File: src/rtl/ioctl_ram_upload.sv
// Upload (save) reader for the cartridge RAM window: answers hps_io read strobes
// with RAM bytes while holding the console off the RAM. Optional macro: IOCTL_UPLOAD_DIRTY_EN.
module ioctl_ram_upload #(
  parameter logic [15:0] BASE_ADDR    = 16'h7000,
  parameter logic [15:0] LAST_ADDR    = 16'hFFFF,
  parameter logic [7:0]  UPLOAD_INDEX = 8'd1,
  parameter logic [23:0] REQ_TIMEOUT  = 24'd5000000
) (
  input  logic        clk_sys,
  input  logic        reset,
  input  logic        save_req,
  input  logic        ioctl_upload,
  input  logic [7:0]  ioctl_index,
  input  logic        ioctl_rd,
  input  logic [24:0] ioctl_addr,
  output logic        ioctl_upload_req,
  output logic [7:0]  ioctl_din,
  output logic        ioctl_wait,
  output logic [15:0] mem_addr,
  input  logic [7:0]  mem_q,
  output logic        cpu_hold,
  output logic        busy,
  output logic        done,
  output logic        timeout_err,
  output logic [2:0]  dbg_state
`ifdef IOCTL_UPLOAD_DIRTY_EN
  ,
  input  logic        cpu_we,
  input  logic [15:0] cpu_addr,
  output logic        dirty
`endif
);

  localparam logic [2:0] IDLE    = 3'd0;
  localparam logic [2:0] REQUEST = 3'd1;
  localparam logic [2:0] ACTIVE  = 3'd2;
  localparam logic [2:0] FETCH   = 3'd3;
  localparam logic [2:0] LATCH   = 3'd4;

  localparam logic [15:0] LAST_OFS16 = LAST_ADDR - BASE_ADDR;
  localparam logic [24:0] LAST_OFS   = {9'd0, LAST_OFS16};

  // Handshake: hps_io pulses ioctl_rd for one cycle; ioctl_wait is high from that
  // same cycle until ioctl_din holds the requested byte, and ioctl_addr is held
  // stable for the whole time ioctl_wait is high.

  logic [2:0]  state;
  logic [23:0] req_cnt;
  logic        out_of_window;
  logic        end_pend;
  logic        start_ok;
  logic        upload_ok;
  logic        rd_take;
  logic        finish;

`ifdef IOCTL_UPLOAD_DIRTY_EN
  logic cpu_in_window;
  assign cpu_in_window = cpu_we && (cpu_addr >= BASE_ADDR) && (cpu_addr <= LAST_ADDR);
  assign start_ok      = save_req && dirty;
`else
  assign start_ok      = save_req;
`endif

  assign upload_ok = ioctl_upload && (ioctl_index == UPLOAD_INDEX);
  assign rd_take   = (state == ACTIVE) && ioctl_upload && ioctl_rd;
  // An upload-fall seen during FETCH is remembered so the read still completes.
  assign finish    = ((state == ACTIVE) && !ioctl_upload) ||
                     ((state == LATCH) && (end_pend || !ioctl_upload));

  assign ioctl_wait = rd_take || (state == FETCH) || (state == LATCH);
  assign cpu_hold   = (state == ACTIVE) || (state == FETCH) || (state == LATCH);
  assign busy       = (state != IDLE);
  assign dbg_state  = state;

  always_ff @(posedge clk_sys) begin
    if (reset) begin
      state            <= IDLE;
      req_cnt          <= 24'd0;
      ioctl_upload_req <= 1'b0;
      ioctl_din        <= 8'h00;
      mem_addr         <= BASE_ADDR;
      done             <= 1'b0;
      timeout_err      <= 1'b0;
      out_of_window    <= 1'b0;
      end_pend         <= 1'b0;
    end else begin
      ioctl_upload_req <= 1'b0;
      done             <= 1'b0;
      case (state)
        IDLE: begin
          if (start_ok) begin
            ioctl_upload_req <= 1'b1;
            timeout_err      <= 1'b0;
            req_cnt          <= REQ_TIMEOUT;
            end_pend         <= 1'b0;
            state            <= REQUEST;
          end
        end
        REQUEST: begin
          if (upload_ok) begin
            state <= ACTIVE;
          end else if (req_cnt <= 24'd1) begin
            req_cnt     <= 24'd0;
            timeout_err <= 1'b1;
            state       <= IDLE;
          end else begin
            req_cnt <= req_cnt - 24'd1;
          end
        end
        ACTIVE: begin
          if (finish) begin
            done  <= 1'b1;
            state <= IDLE;
          end else if (rd_take) begin
            mem_addr      <= BASE_ADDR + ioctl_addr[15:0];
            out_of_window <= (ioctl_addr > LAST_OFS);
            end_pend      <= 1'b0;
            state         <= FETCH;
          end
        end
        FETCH: begin
          if (!ioctl_upload) end_pend <= 1'b1;
          state <= LATCH;
        end
        LATCH: begin
          ioctl_din <= out_of_window ? 8'hFF : mem_q;
          if (finish) begin
            done     <= 1'b1;
            end_pend <= 1'b0;
            state    <= IDLE;
          end else begin
            state <= ACTIVE;
          end
        end
        default: state <= IDLE;
      endcase
    end
  end

`ifdef IOCTL_UPLOAD_DIRTY_EN
  always_ff @(posedge clk_sys) begin
    if (reset) begin
      dirty <= 1'b0;
    end else if (cpu_in_window) begin
      dirty <= 1'b1;
    end else if (finish) begin
      dirty <= 1'b0;
    end
  end
`endif

endmodule

File: config.mk
export PLATFORM = sky130hd
export DESIGN_NAME = ioctl_ram_upload
export DESIGN_NICKNAME = d
export VERILOG_FILES = /design/src/rtl/ioctl_ram_upload.sv
export SDC_FILE = /design/constraint.sdc
export NUM_CORES = 1
export LEC_CHECK = 0
export CORE_UTILIZATION = 35
export CTS_CLUSTER_DIAMETER = 50
export DETAILED_ROUTE_END_ITERATION = 10
export SETUP_SLACK_MARGIN = 0.05
export SLEW_MARGIN = 5
export SYNTH_ARGS = -nofsm -noshare
export SYNTH_HDL_FRONTEND = slang
export SYNTH_SLANG_ARGS = --single-unit
File: constraint.sdc
create_clock -name clk_sys -period 2.2 [get_ports clk_sys]
set_input_delay 0.44 -clock clk_sys [delete_from_list [all_inputs] [get_ports clk_sys]]
set_output_delay 0.44 -clock clk_sys [all_outputs]
set_load 0.03 [all_outputs]
# After elaboration in Yosys (flattened, before gate mapping)
# Index checks and enable logic that the tools add are counted.
op_classes:
  add_sub_neg: 2
  n_mul: 0
  div: 0
  magnitude_cmp: 2
  eq_ne: 14
  shift: 0
  mux: 23
  bitwise: 3
  reduce_logical: 24
ops:
  columns: ["op", "n"]
  rows:
  - ["$mux 24", 3]
  - ["$pmux 24 s2", 1]
  - ["$gt 25x16->1 const B", 1]
  - ["$le 24x1->1 const B", 1]
  - ["$sub 24x1->24 const B", 1]
  - ["$add 15x16->16 const A", 1]
  - ["$mux 3", 5]
  - ["$pmux 3 s5", 1]
  - ["$ne 2x2->1 const B", 7]
  - ["$mux 1", 9]
  - ["$reduce_and 3->1", 3]
  - ["$eq 8x1->1 const B", 1]
  - ["$mux 8", 1]
  - ["$eq 3x2->1 const B", 2]
  - ["$logic_or 1x1->1", 6]
  - ["$ne 3x3->1 const B", 2]
  - ["$reduce_and 6->1", 1]
  - ["$reduce_or 2->1", 3]
  - ["$logic_and 1x1->1", 5]
  - ["$pmux 1 s4", 1]
  - ["$reduce_and 4->1", 1]
  - ["$reduce_bool 4->1", 1]
  - ["$eq 3x1->1 const B", 1]
  - ["$eq 3x3->1 const B", 1]
  - ["7 further kinds", 9]
word_totals:
  regBits: 56
  latchBits: 0
  mem_bits_rw: 0
  mem_bits_ro: 0
  inputBits: 46
  output_inout_bits: 33
  word_cells: 77
  n_memories: 0

# Logic depth before layout (Yosys ltp)
logic_depth:
  ltp_word: 6
  ltp_mapped: 7
  depth_no_buf: 7

# Worst setup path before layout
# OpenSTA, ideal clock, no wires.
synth_timing:
  path_type: "register -> output"
  startpoint: "register state[0] (netlist: dbg_state[0])"
  endpoint: "output ioctl_wait"
  arrival_time_ns: 1.730
  t_required_ns: 1.760
  setup_slack_ns: 0.030
  stages_incl_launch_ff: 6
  path_buffers: 2
  path_cell_list: "dfxtp_1 -> buf_1 -> nor2b_1 -> nand3_1 -> clkbuf_1 -> nand3_1"
synth_between:
  elab_chain_len: 5
  word_cells_on_any_way: 7
  classes_between: "3 x eq/ne; 4 x reduce/logical"
synth_rtl:
  columns: ["element", "line_no", "rtl"]
  rows:
  - ["start: declaration", "47", "logic [2:0] state;"]
  - ["start signal: assignment", "77", "state <= IDLE;"]
  - ["start signal: assignment", "96", "state <= REQUEST;"]
  - ["start signal: assignment", "101", "state <= ACTIVE;"]
  - ["$eq 3x2->1", "65", "assign rd_take = (state == ACTIVE) && ioctl_upload && ioctl_rd;"]
  - ["$logic_and 1x1->1 (2 in a row)", "65", null]
  - ["$logic_or 1x1->1", "70", "assign ioctl_wait = rd_take || (state == FETCH) || (state == LATCH);"]
  - ["$logic_or 1x1->1 (*)", "70", null]
  - ["end: declaration", "18", "output logic ioctl_wait,"]
# Every way passes the cells marked *; elsewhere a longest branch is shown, timed or not.

# Final worst setup path
layout_timing:
  startpoint: "input ioctl_upload"
  endpoint: "register req_cnt[7]"
layout_between:
  elab_chain_len: 3
layout_rtl:
  columns: ["element", "line_no", "rtl"]
  rows:
  - ["start: declaration", "12", "input logic ioctl_upload,"]
  - ["$logic_and 1x1->1", "64", "assign upload_ok = ioctl_upload && (ioctl_index == UPLOAD_INDEX);"]
  - ["$ne 2x2->1 (no source line)", null, null]
  - ["$reduce_and 3->1 (no source line)", null, null]
  - ["end signal: assignment", "107", "req_cnt <= req_cnt - 24'd1;"]
  - ["end: declaration", "48", "logic [23:0] req_cnt;"]
# Every way passes these cells.
# A chain may end at the register's enable or synchronous reset.

==> flow_metrics.env <==
export IMPL_status="completed"
export IMPL_wl_mm=8.19
export IMPL_grt_overflow=0
export IMPL_fin_skew_ps=6.43
export IMPL_clock_sinks=56
export IMPL_vias=2947
export IMPL_synth_ff_type="dfxtp_1"
export IMPL_grt_pass1_vias=2791
export IMPL_cts_tree="built"
export IMPL_instances_no_fill=555
export IMPL_worstMarginPinSlew_ps=575
export IMPL_layout_drive_gt1_share_pct=13.9
export IMPL_ff_latch_area_um2=1120
export IMPL_ys_seq_area_share_pct=39.0
export IMPL_worstHoldPathType="flop to flop"
export IMPL_critical_path_max_stage_delay_ps=420
export IMPL_multi_input_area_um2=1650
export IMPL_r2r_cells=7
export IMPL_syn_to_final_growth_pct=42.1
export IMPL_fin_area_um2=4090
export IMPL_grtUsageTotal_pct=19.2
export IMPL_drtPass1Iterations=4
export IMPL_syn_nets=396
export IMPL_avgSynthCellArea_um2=8.31
export IMPL_synth_area_leaders="dfxtp_1 39%, nor2_1 5.7%, mux2i_1 4.9%"
export IMPL_dp_slack_ps=-143
export IMPL_synth_top_area_share_pct=39.0
export IMPL_finalSetupViolCount=0
export IMPL_postPlaceCellArea_um2=4000
export IMPL_cts_buffers=5
export IMPL_synthDistinctLibCells=56
export IMPL_critPathTopFamily="compound AO/OA/AOI/OAI gates"
export IMPL_critical_path_depth=6
export IMPL_clock_latency_ps=310
export IMPL_path_clk_slew_ps=100
export IMPL_clockRootBuffer="clkbuf_8"
export IMPL_peakVddDrop_mv=0.218
export IMPL_relSlewSlack_pct=61.5
export IMPL_path_buf_inv=1
export IMPL_async_flop_share_pct=0
export IMPL_synth_seq_cells=56
export IMPL_place_port_buffers=78
export IMPL_end_kind="flop"
export IMPL_leakage_nw=1.62
export IMPL_worstPathRequired_ps=2440
export IMPL_hold_buffers=0
export IMPL_fillers=790
export IMPL_post_drt_via_cell_ratio=5.31
export IMPL_finalCritPeriodShare_pct=92.7
export IMPL_die_h_um=92.7
export IMPL_whs_path_depth=1
export IMPL_path_cells="clkdlybuf4s50_1, and4b_1, a311oi_4, o21ai_2, or4_1, a31oi_1"
export IMPL_diodes=0
export IMPL_hold_ws_ps=494
export IMPL_synth_edf_count=0
export IMPL_period_minus_slack_ps=2040
export IMPL_yosysTopAreaCell="dfxtp_1"
export IMPL_drv_slew=0
export IMPL_synthTopCellsByCount="56 x dfxtp_1, 44 x nor2_1, 25 x nand2_1, 24 x a21oi_1, 16 x nor3_1"
export IMPL_ios=79
export IMPL_dr_first_iter_drc_count=104
export IMPL_core_area_um2=7850
export IMPL_die_area_um2=8580
export IMPL_drv_cap=0
export IMPL_placed_cells=548
export IMPL_yosysWarnings=0
export IMPL_ant_nets=0
export IMPL_start_util_pct=36.7
export IMPL_synth_area_um2=2880
export IMPL_cp_arrival_ps=2280
export IMPL_wl_per_cell_um=14.8
export IMPL_worstSetupStartpointType="input port"
export IMPL_htreeDepth=2
export IMPL_rows=32
export IMPL_hpwlAfterDp_mm=6.13
export IMPL_setup_ws_ps=160
export IMPL_netlist_instances=346
export IMPL_fp_dieW_um=92.7
export IMPL_antenna_found_initial=0
export IMPL_gp_congestion=0.833
export IMPL_drc=0
export IMPL_crit_type="input port to flop"
export IMPL_grt_max_degree=21
export IMPL_hold_viol=0
export IMPL_p_per_area_nw_per_um2=553
export IMPL_slowest_stage="clkdlybuf4s50_1"
export IMPL_fin_nets=503
export IMPL_clock_path_buffers=2
export IMPL_critical_path_max_fanout=8
export IMPL_rsz0062_at_grt="true"
export IMPL_max_freq_mhz=490
export IMPL_grt_pass1_wl_mm=13.3
export IMPL_finalSetupTns_ps=0
export IMPL_yosysMostFrequentCell="dfxtp_1"
-- where the power goes --
group	internal, mW	leakage (nW)	switching, mW
Combinational	0.288	1.12	0.319
Sequential	1.05	0.456	0.0547
Clock	0.218	0.0410	0.328
Total	1.56	1.62	0.701
-- per-stage QoR --
step           utilization (%)  total power, mW
6_report                  52.1             2.26
5_1_grt                   52.1             2.39
4_1_cts                   52.0             2.28
3_5_place_dp              51.0             1.73
3_3_place_gp              51.0             1.73
2_1_floorplan                -             1.46
-- registers in the layout (all words and copies together), names as in the netlist --
signal            flops
req_cnt              24
timeout_err           1
out_of_window         1
mem_addr             16
end_pend              1
done                  1
ioctl_din             8
dbg_state             3
ioctl_upload_req      1
-- final timing paths --
path | from | end | slack (ps)
max | ioctl_upload | req_cnt[7] | 160
max reg2reg | req_cnt[7] | req_cnt[20] | 170
min | req_cnt[18] | req_cnt[18] | 490
min reg2reg | req_cnt[18] | req_cnt[18] | 490
-- layout make-up --
class                      count  area share [%]
inverter                       9           0.826
tap                          102            3.12
clock inverter                 1           0.122
timing repair buffer         119            26.4
multi-input combinational    262            40.3
sequential                    56            27.5
clock buffer                   6            1.78
-- repair_timing --
item                       4_1_cts  5_1_grt
setup buffers                    0        0
setup endpoints to repair        2        8
pin swaps                        0        2
resized for setup                2        3
-- cell families (layout without fill, tap and decap cells) --
group | Yosys count | in the layout | share of synthesized area, %
muxes | 14 | 14 | 4.87
and+or+nand+nor | 154 | 154 | 29.2
AOI/OAI and AO/OA | 89 | 89 | 20.7
xor gates and xnor gates | 1 | 1 | 0.305
DFF | 56 | 56 | 39.0
buffers and inverters | 28 | 135 | 4.22
adders and majority gates | 4 | 4 | 1.74
-- metal layers --
layer	GRT usage, %	wire length, µm	vias up
met5	0	0	-
met4	4.36	48	0
met3	4.43	452	6
met2	31.0	3890	78
met1	25.9	3810	1353
li1	-	-	1510
-- cell usage in the layout (no fill, tap or decap), types with 5 or more instances in the layout --
cell             netlist  final
dfxtp_1               56     55
a21oi_1               24     24
nand4_1               10     10
nor4_1                 9      9
clkbuf_8               0      5
a211oi_1              13     13
a31oi_1                7      6
nand3_1               14     13
nand2_1               25     25
nor3_1                16     16
o211ai_1               5      5
clkdlybuf4s50_1        0     74
mux2i_1               14     14
or4_1                  6      6
o21ai_0               13     13
buf_4                  0     42
nor2_1                44     44
inv_1                  8      8
Note: power is estimated with default switching activity, not from simulation.
